--- src/rtl/prio_arbiter8.sv ---
// rtl/prio_arbiter8.sv - 8-way arbiter with held grants, hold-time limit and eviction mask.
// Optional rotating priority via `define PRIO_ARB_ROUND_ROBIN_EN; default build is fixed priority (7 highest).
module prio_arbiter8 #(
    parameter int MAX_HOLD = 16
) (
    input  logic       clk,
    input  logic       rst,
    input  logic       ena,
    input  logic [7:0] req,
    output logic [7:0] gnt,
    output logic [2:0] gnt_id,
    output logic       gnt_valid,
    output logic       timeout
);

    typedef enum logic [1:0] {IDLE, GRANT, RELEASE} state_t;

    localparam logic [7:0] HOLD_LAST = 8'(MAX_HOLD - 1);

    state_t     state;
    logic [7:0] cnt;
    logic [7:0] mask;
    logic [7:0] cand;
    logic       win_found;
    logic [2:0] win_id;

`ifdef PRIO_ARB_ROUND_ROBIN_EN
    logic [2:0] last_id;
    logic [2:0] idx;
`endif

    // The mask is non-zero only during RELEASE, so IDLE effectively sees raw req.
    assign cand = req & ~mask;

    always_comb begin
        win_found = 1'b0;
        win_id    = 3'd0;
`ifdef PRIO_ARB_ROUND_ROBIN_EN
        idx = 3'd0;
        // Search descends from last_id-1 with wrap, making the previous winner lowest.
        for (int k = 0; k < 8; k++) begin
            idx = last_id - 3'd1 - 3'(k);
            if (!win_found && cand[idx]) begin
                win_found = 1'b1;
                win_id    = idx;
            end
        end
`else
        for (int i = 0; i < 8; i++) begin
            if (cand[i]) begin
                win_found = 1'b1;
                win_id    = 3'(i);
            end
        end
`endif
    end

    always_ff @(posedge clk) begin
        if (rst) begin
            state     <= IDLE;
            cnt       <= 8'd0;
            mask      <= 8'd0;
            gnt       <= 8'd0;
            gnt_id    <= 3'd0;
            gnt_valid <= 1'b0;
            timeout   <= 1'b0;
`ifdef PRIO_ARB_ROUND_ROBIN_EN
            last_id   <= 3'd0;
`endif
        end else begin
            case (state)
                IDLE, RELEASE: begin
                    timeout <= 1'b0;
                    mask    <= 8'd0;
                    if (ena && win_found) begin
                        gnt       <= 8'd1 << win_id;
                        gnt_id    <= win_id;
                        gnt_valid <= 1'b1;
                        cnt       <= 8'd0;
                        state     <= GRANT;
`ifdef PRIO_ARB_ROUND_ROBIN_EN
                        last_id   <= win_id;
`endif
                    end else begin
                        state <= IDLE;
                    end
                end
                GRANT: begin
                    // Owner dropping its request wins over an expiring hold counter.
                    if (!req[gnt_id]) begin
                        state     <= RELEASE;
                        gnt       <= 8'd0;
                        gnt_id    <= 3'd0;
                        gnt_valid <= 1'b0;
                        timeout   <= 1'b0;
                    end else if (cnt == HOLD_LAST) begin
                        state     <= RELEASE;
                        gnt       <= 8'd0;
                        gnt_id    <= 3'd0;
                        gnt_valid <= 1'b0;
                        timeout   <= 1'b1;
                        mask      <= 8'd1 << gnt_id;
                    end else begin
                        cnt <= cnt + 8'd1;
                    end
                end
                default: begin
                    state     <= IDLE;
                    gnt       <= 8'd0;
                    gnt_id    <= 3'd0;
                    gnt_valid <= 1'b0;
                    timeout   <= 1'b0;
                end
            endcase
        end
    end

endmodule

--- config.mk ---
export PLATFORM = sky130hd
export DESIGN_NAME = prio_arbiter8
export DESIGN_NICKNAME = d
export VERILOG_FILES = /design/src/rtl/prio_arbiter8.sv
export SDC_FILE = /design/constraint.sdc
export NUM_CORES = 1
export LEC_CHECK = 0
export BUFFER_PORTS_ARGS = -buffer_cell sky130_fd_sc_hd__buf_2
export CORE_MARGIN = 2
export CORE_UTILIZATION = 62
export CTS_BUF_LIST = sky130_fd_sc_hd__clkbuf_4
export CTS_CLUSTER_SIZE = 20
export DETAILED_ROUTE_END_ITERATION = 12
export PLACE_DENSITY = 0.87
export SLEW_MARGIN = 20
export SYNTH_ARGS = -nofsm -noshare
export SYNTH_HDL_FRONTEND = slang
export SYNTH_SLANG_ARGS = --single-unit
--- constraint.sdc ---
create_clock -name clk -period 4.1 [get_ports clk]
set_clock_uncertainty 0.15 [all_clocks]
set_input_delay 0.41 -clock clk [delete_from_list [all_inputs] [get_ports clk]]
set_output_delay 0.41 -clock clk [all_outputs]
set_load 0.01 [all_outputs]
Word level (Yosys, flattened, before mapping):

Cells that the tools add are included.

* bitwise operators: 4
* shift-type cells: 2
* add/sub/neg operators: 1
* magnitude comparators: 1
* equality and inequality tests: 8
* reductions and logical operators: 8
* multiplexer cells: 40

Operators by type and width (number)
* 8-bit two-way mux: 8
* 8-bit one-hot mux with 2 select lines: 3
* 3-bit two-way mux: 9
* 1-bit by 3-bit << shifter with 8-bit output, first input constant: 2
* 1-bit two-way mux: 14
* 8-bit by 1-bit adder with 8-bit output, second input constant: 1
* 8-bit AND: 1
* 8-bit by 4-bit equality test with 1-bit output, second input constant: 1
* 2-bit inequality test, second input constant: 4
* 8-bit inverter: 1
* 3-bit one-hot mux with 2 select lines: 1
* 3-bit by 4-bit less-than comparator with 1-bit output, second input constant: 1
* 2-bit two-way mux: 2
* 2-bit one-hot mux with 2 select lines: 1
* 4-bit AND reduction: 1
* 1-bit binary-select mux with 3-bit select: 1
* 3-bit inequality test, second input constant: 1
* 3-bit AND reduction: 1
* 3-bit OR reduction: 1
* 2-bit by 1-bit equality test with 1-bit output, second input constant: 1
* 2-bit equality test, second input constant: 1
* 2-bit logical NOT: 1
* 1-bit inverter: 2
* 1-bit one-hot mux with 2 select lines: 1
* other kinds (4): 4

* register bits after elaboration: 31
* output and inout bits: 13
* input port bits: 11
* word-level logic and storage cells: 71

Longest topological paths before layout:

Gate-level depths: netlist of run 1.

* depth in word-level cells: 13
* gate-level depth with buffers: 7
* depth with buffers taken out: 6

Worst setup path after synthesis of run 1:

Ideal clock, no wire load.

* path type: register to register
* start: register gnt_id[1]
* end: register mask[0]
* setup time: 117 ps
* arrival time: 1784 ps
* clock period less this slack: 2052 ps
* path buffers: 2
* data required time: 3833 ps
* setup slack: 2048 ps
* stages on the path, launching flop included: 8
* path through: dfxtp_1 -> buf_6 -> mux2i_1 -> a22o_1 -> or2_1 -> buf_6 -> o311a_4 -> a32o_1

* longest elaborated chain between the ends: 4
* elaborated cells between the ends (all ways): 8
* those cells by class: eq/ne (1); shift (1); mux (5); reduce/logical (1)

Ends and longest elaborated chain
* start, declared: line 11 `output logic [2:0] gnt_id,`
* start signal, assigned: line 77 `gnt_id <= win_id;`
* 1-bit binary-select mux with 3-bit select or 1-bit by 3-bit << shifter with 8-bit output (tied branches): line 90, 102
* 1-bit two-way mux (not written as such) or 8-bit two-way mux (tied branches): line 90, 96
* 2-bit inequality test (no source line) or 8-bit two-way mux (tied branches)
* 3-bit AND reduction (no source line) or 8-bit one-hot mux with 2 select lines (tied branches)
* end signal, assigned: line 102 `mask <= 8'd1 << gnt_id;`
* end, declared: line 22 `logic [7:0] mask;`

Several ways; a longest one is shown, not always the timed one. The select of a mux whose other input is x is not followed.
A chain may end at the register's enable or synchronous reset.

Final worst setup path of run 1:

* start: register gnt_id[1]
* end: register mask[6]

The elaborated chain is that of the path after synthesis.

==> flow_summary.ini, run 1 <==
[drt]
wl_per_cell_um = 16.6
first_iter_violations = 49
drc_errors = 0
first_pass_iters = 4
viasPerCell = 6.60
antenna_left = 0
wl_mm = 3.41
vias = 1360

[finish]
multiInputGateArea_sq_um = 777
nets = 189
layout_common_cells = 31 x dfxtp_1, 23 x buf_2, 10 x a32o_1
areaGrowthSynthToFinish_pct = 13.6
drive_gt1_frac = 0.180
post-route-util = 0.739
nFillCells = 160
final_area_sq_um = 1640
layout_commonest_cell = dfxtp_1
seq_area_sq_um = 621
antennaDiodeCount = 0
stdcell_count = 206

[worst_setup_path]
crit_required_ns = 4.18
start_kind = flip-flop
arrival_ns = 2.36
reg2reg_to = mask[6]
slowest_stage = dfxtp_1
timing.rr.start = gnt_id[1]
critical_path.top_delay_family = compound AO/OA/AOI/OAI gates
ff2ff_path_depth = 5
critPathCaptureType = flip-flop
critPathMaxStageDelay_ns = 0.55
crit_chain = mux2i_1 > a22o_1 > or2_1 > o311a_4 > a32o_1
critical_path_class = reg2reg
rrSetupSlack_ns = 1.83
cp_num_buf_inv = 0
path_max_fanout = 9

[synth]
synthesis.nets = 163
synth-seq-area-share = 0.431
ys_warn_count = 0
synth.cell_area_sq_um = 1440
syn_area_per_cell_sq_um = 9.54
synth_edf_count = 0
postSynthCellCount = 151
synth-seq-cells = 31
ys_types = 36
asyncSetResetFlopFracSynth = 0
synthFlopType = dfxtp_1

[min_path]
hold_class = in2reg
hold_end = state[0]
whs_path_depth = 2
hp-start = rst

[placed_design]
dp_cells = 198
port_buffers = 23
dp_worst_setup_slack_ns = 1.80
gp_congestion = 0.917
dp_hpwl_mm = 2.45
place_area_sq_um = 1560

[clock_network]
clock_latency_ns = 0.34
tritoncts = yes
htree_levels = 2
clk_pin_slew_worst_paths_ns = 0.10
post_cts_buffers = 0
clock_path_buffers = 2
cts-root-buf = clkbuf_4
cts_sinks = 31
cts_resized = 0
numCtsBuffers = 5
holdBufCountCts = 0

[timing]
worstMarginPinSlew_ns = 0.530
rsz0062_at_grt = false
slew_headroom = 0.644
holdWs_ns = 0.168
finalMaxSlewViolations = 0
fmax_mhz = 440
finalWorstPathRequiredPeriod_ns = 2.27
final-hold-violation-count = 0
worst_slack_ns = 1.83
period_share = 0.554
setup_viol_count_final = 0
final.setup.tns_ns = 0

[global_routing]
gr-usage-all-layers = 0.286
grt_pass1_wl_mm = 5.58
grt_max_degree = 12
gr-total-overflow = 0
grt_pass1_vias = 1300
antenna_found_initial = 0

[floorplanning]
dieArea_sq_um = 2720
die_h_um = 52.2
coreArea_sq_um = 2210
start_util = 0.651
num_io_pins = 24
die_w_um = 52.2
rows = 17

[power_and_ir_drop]
p_per_area_nw_per_um2 = 387
leakage_nw = 0.646
vdd_ir_drop_max_mv = 0.355
finalPower_uw = 633

[run]
cap_violations = 0

[outcome]
outcome = completed
==> how the worst max path moves through the flow <==
stage / from / end / slack, ns / depth (start not counted)
2_1_floorplan: gnt_id[1] / mask[0] / 2.05 / 7
3_3_place_gp: req[6] / cnt[2] / 1.89 / 6
3_5_place_dp: req[6] / gnt[4] / 1.80 / 6
4_1_cts: gnt_id[1] / mask[6] / 1.85 / 5
5_1_grt: gnt_id[1] / cnt[4] / 1.73 / 5
6_report: gnt_id[1] / mask[6] / 1.83 / 5
==> where the power goes <==
group | leakage, nW | switching [mW] | total [mW] | internal [mW]
Sequential | 0.251 | 0.0103 | 0.319 | 0.309
Combinational | 0.352 | 0.0505 | 0.0803 | 0.0298
Clock | 0.0426 | 0.108 | 0.234 | 0.125
Total | 0.646 | 0.169 | 0.633 | 0.464
==> cell usage after synthesis (3+ instances only) <==
master     number  area, sq um
or4_1           3         22.5
o31ai_1         3         22.5
nor2b_1         9         56.3
mux2i_1         5         50.1
nand2b_1        7         43.8
xnor2_1         3         26.3
a32o_1         10          100
nand3_1         7         35.0
nor3_1          3         15.0
o2bb2ai_1       3         26.3
nand2_1         8         30.0
a21oi_1         6         30.0
o21ai_0         5         25.0
nor2_1          9         33.8
nor4_1          5         31.3
inv_1           3         11.3
dfxtp_1        31          621
a22o_1          9         78.8
==> cells by family after synthesis <==
kind of cell,after synthesis,share of synthesized area
AOI/OAI and AO/OA,45,0.255
and+or+nand+nor,59,0.222
muxes,5,0.0348
xor gates and xnor gates,3,0.0182
DFF,31,0.431
adders and majority gates,1,0.00869
buffers and inverters,7,0.0295
==> flip-flops by register name, summed over array words and instances (netlist names) <==
name / cells
cnt: 8
gnt: 8
gnt_id: 3
gnt_valid: 1
mask: 8
state: 2
timeout: 1
==> layout make-up <==
class,instances,share of cell area
Clock inverter,3,0.0237
Tap cell,28,0.0214
Inverter,3,0.00689
Multi-Input combinational cell,113,0.475
Timing Repair Buffer,23,0.0704
Sequential cell,31,0.379
Clock buffer,5,0.0230
==> metal layers <==
metal,GRT usage,wire length (um),vias to the layer above,part of all wire
li1,-,-,633,-
met1,0.315,1380,655,0.40
met2,0.483,1740,59,0.51
met3,0.0629,179,13,0.052
met4,0.205,119,0,0.035
met5,0,0,-,0
No activity file was read; power rests on OpenSTA's default activity.
==> run 2, diff against run 1 <==
CORE_UTILIZATION = 57   (was 62)
PLACE_DENSITY = 0.81   (was 0.87)
clock period = 2.27 ns   (was 4.1 ns; I/O delays follow)
==> run 2 against run 1 <==
  * Power up 63%
  * Clock-buffer cell count unchanged
  * Cell count grew 2.9%
  * Hold slack got worse by 0.15 ns
  * Clock power increased by 30%
  * Combinational power is 88% higher
  * Die area rose by 8.1%
  * Global-route usage fell by 3.6 points
  * Critical path depth is 2 higher
  * Sequential power increased by 80%
==> flow_summary.ini, run 2 (synthesis gave the netlist of run 1 again) <==
[power_and_ir_drop]
p_int_uw = 732
seq_power_share = 0.558
p_comb_frac = 0.147
p_per_area_nw_per_um2 = 621
p_switching_uw = 298
leakage_nw = 0.655
clkPwrFrac = 0.295
p_sw_frac = 0.289
vdd_ir_drop_max_mv = 0.592

[floorplanning]
die_h_um = 54.3
rows = 18
num_io_pins = 24
coreArea_sq_um = 2430
die_w_um = 54.3
start_util = 0.592
dieArea_sq_um = 2940

[drt]
viasPerCell = 6.19
drc_errors = 0
vias = 1312
wl_per_cell_um = 15.2
first_pass_iters = 4
wl_mm = 3.21
antenna_left = 0
first_iter_violations = 60

[clock_network]
tritoncts = yes
cts_sinks = 31
clock_latency_ns = 0.34
post_cts_buffers = 0
cts-root-buf = clkbuf_4
numCtsBuffers = 5
clock_path_buffers = 2
clk_pin_slew_worst_paths_ns = 0.10
htree_levels = 2

[finish]
post-route-util = 0.682
areaGrowthSynthToFinish_pct = 15.1
nFillCells = 206
top_regs = cnt: 8 flops, gnt: 8 flops, mask: 8 flops
stdcell_count = 212
multiInputGateArea_sq_um = 782
layout_commonest_cell = dfxtp_1
seq_area_sq_um = 622
drive_gt1_frac = 0.192
antennaDiodeCount = 0
nets = 193
layout_common_cells = 30 x dfxtp_1, 23 x buf_2

[worst_setup_path]
ff2ff_path_depth = 5
rrSetupSlack_ns = 0.18
path_max_fanout = 11
critical_path.top_delay_family = compound AO/OA/AOI/OAI gates
critPathCaptureType = flip-flop
critical_path_class = in2reg
reg2reg_to = mask[7]
critPathMaxStageDelay_ns = 0.53
worstSetupStartpoint = req[5]
start_kind = input port
cp_num_buf_inv = 2
crit_required_ns = 2.41
timing.rr.start = gnt_id[2]
slowest_stage = dlygate4sd3_1
crit_chain = dlygate4sd3_1 > buf_2 > nor2b_1 > or4_1 > o21ai_0 > a32o_2 > a22o_1
arrival_ns = 2.30

[global_routing]
grt_pass1_vias = 1163
gr-total-overflow = 0
antenna_found_initial = 0
grt_max_degree = 12
grt_pass1_wl_mm = 5.15
gr-usage-all-layers = 0.250

[timing]
fmax_mhz = 463
finalMaxSlewViolations = 0
finalWorstPathRequiredPeriod_ns = 2.16
final.setup.tns_ns = 0
final-hold-violation-count = 0
holdWs_ns = 0.0178
period_share = 0.952
worstMarginPinSlew_ns = 0.529
setup_viol_count_final = 0
rsz0062_at_grt = false
slew_headroom = 0.644

[min_path]
whs_path_depth = 2
hold_end = mask[0]
hp-start = req[0]
hold_class = in2reg

[placed_design]
gp_congestion = 0.848
port_buffers = 23
dp_cells = 201
dp_hpwl_mm = 2.40

[run]
cap_violations = 0

[outcome]
outcome = completed
==> run 2: changes by cell type in the layout (fill, tap and decap cells not counted) <==
cell	before	now
clkinv_2	1	0
dfxtp_2	0	1
dlygate4sd3_1	0	3
clkinvlp_4	0	1
clkinv_1	1	2
a32o_2	0	1
a32o_1	10	9
buf_4	0	1
o21bai_1	1	0
o21bai_2	0	1
bufinv_16	1	0
dfxtp_1	31	30
==> run 2: metrics by stage <==
stage / cell area, sq um / worst slack (ns) / power (mW)
finish: 1660 / 0.109 / 1.03
global placement: 1570 / 0.168 / 0.726
detailed placement: 1570 / 0.0972 / 0.731
CTS: 1640 / 0.0591 / 1.03
floorplan: 1440 / 0.218 / 0.693
global route: 1660 / 0.0247 / 1.08
==> run 2: worst reg2reg max path: cells and delay by family, from the launching register on <==
kind	cells	cell delay, ns
AO/OA/AOI/OAI	3	0.93
flip-flops	1	0.37
AND/OR/NAND/NOR	2	0.54
==> run 2: power by group through the flow <==
stage / registers [mW] / logic, mW / clock network [mW]
2_1_floorplan: 0.586 / 0.107 / 0
3_3_place_gp: 0.586 / 0.140 / 0
3_5_place_dp: 0.587 / 0.143 / 0
4_1_cts: 0.575 / 0.147 / 0.310
5_1_grt: 0.578 / 0.167 / 0.331
6_report: 0.575 / 0.151 / 0.304
==> run 2: worst max path at each step <==
stage                     endpoint  slack (ns)  cells past startpoint
final                       gnt[4]        0.11                      7
after global routing        gnt[1]        0.02                      7
after CTS                  mask[7]        0.06                      5
after detailed placement   mask[7]         0.1                      5
after global placement     mask[7]        0.17                      5
after floorplan            mask[0]        0.22                      7
==> run 2: repair_timing <==
item	CTS	global route
setup endpoints to repair	0	24
endpoints found under the hold margin	3	1
gates resized for setup	0	3
hold buffers	2	1
==> run 2: layout make-up <==
class,instances,share of cell area
multi-input cells,113,0.472
clock buffers,5,0.0226
well taps,30,0.0226
inverters,3,0.00679
flip-flops and latches,31,0.375
clock inverters,3,0.00906
repair buffers,27,0.0921
==> run 2: layer usage <==
| layer | GRT usage | vias to the layer above | share of wire |
|---|---|---|---|
| li1 | - | 642 | - |
| met1 | 0.290 | 622 | 0.43 |
| met2 | 0.408 | 41 | 0.50 |
| met3 | 0.0929 | 7 | 0.055 |
| met4 | 0.117 | 0 | 0.018 |
| met5 | 0 | - | 0 |
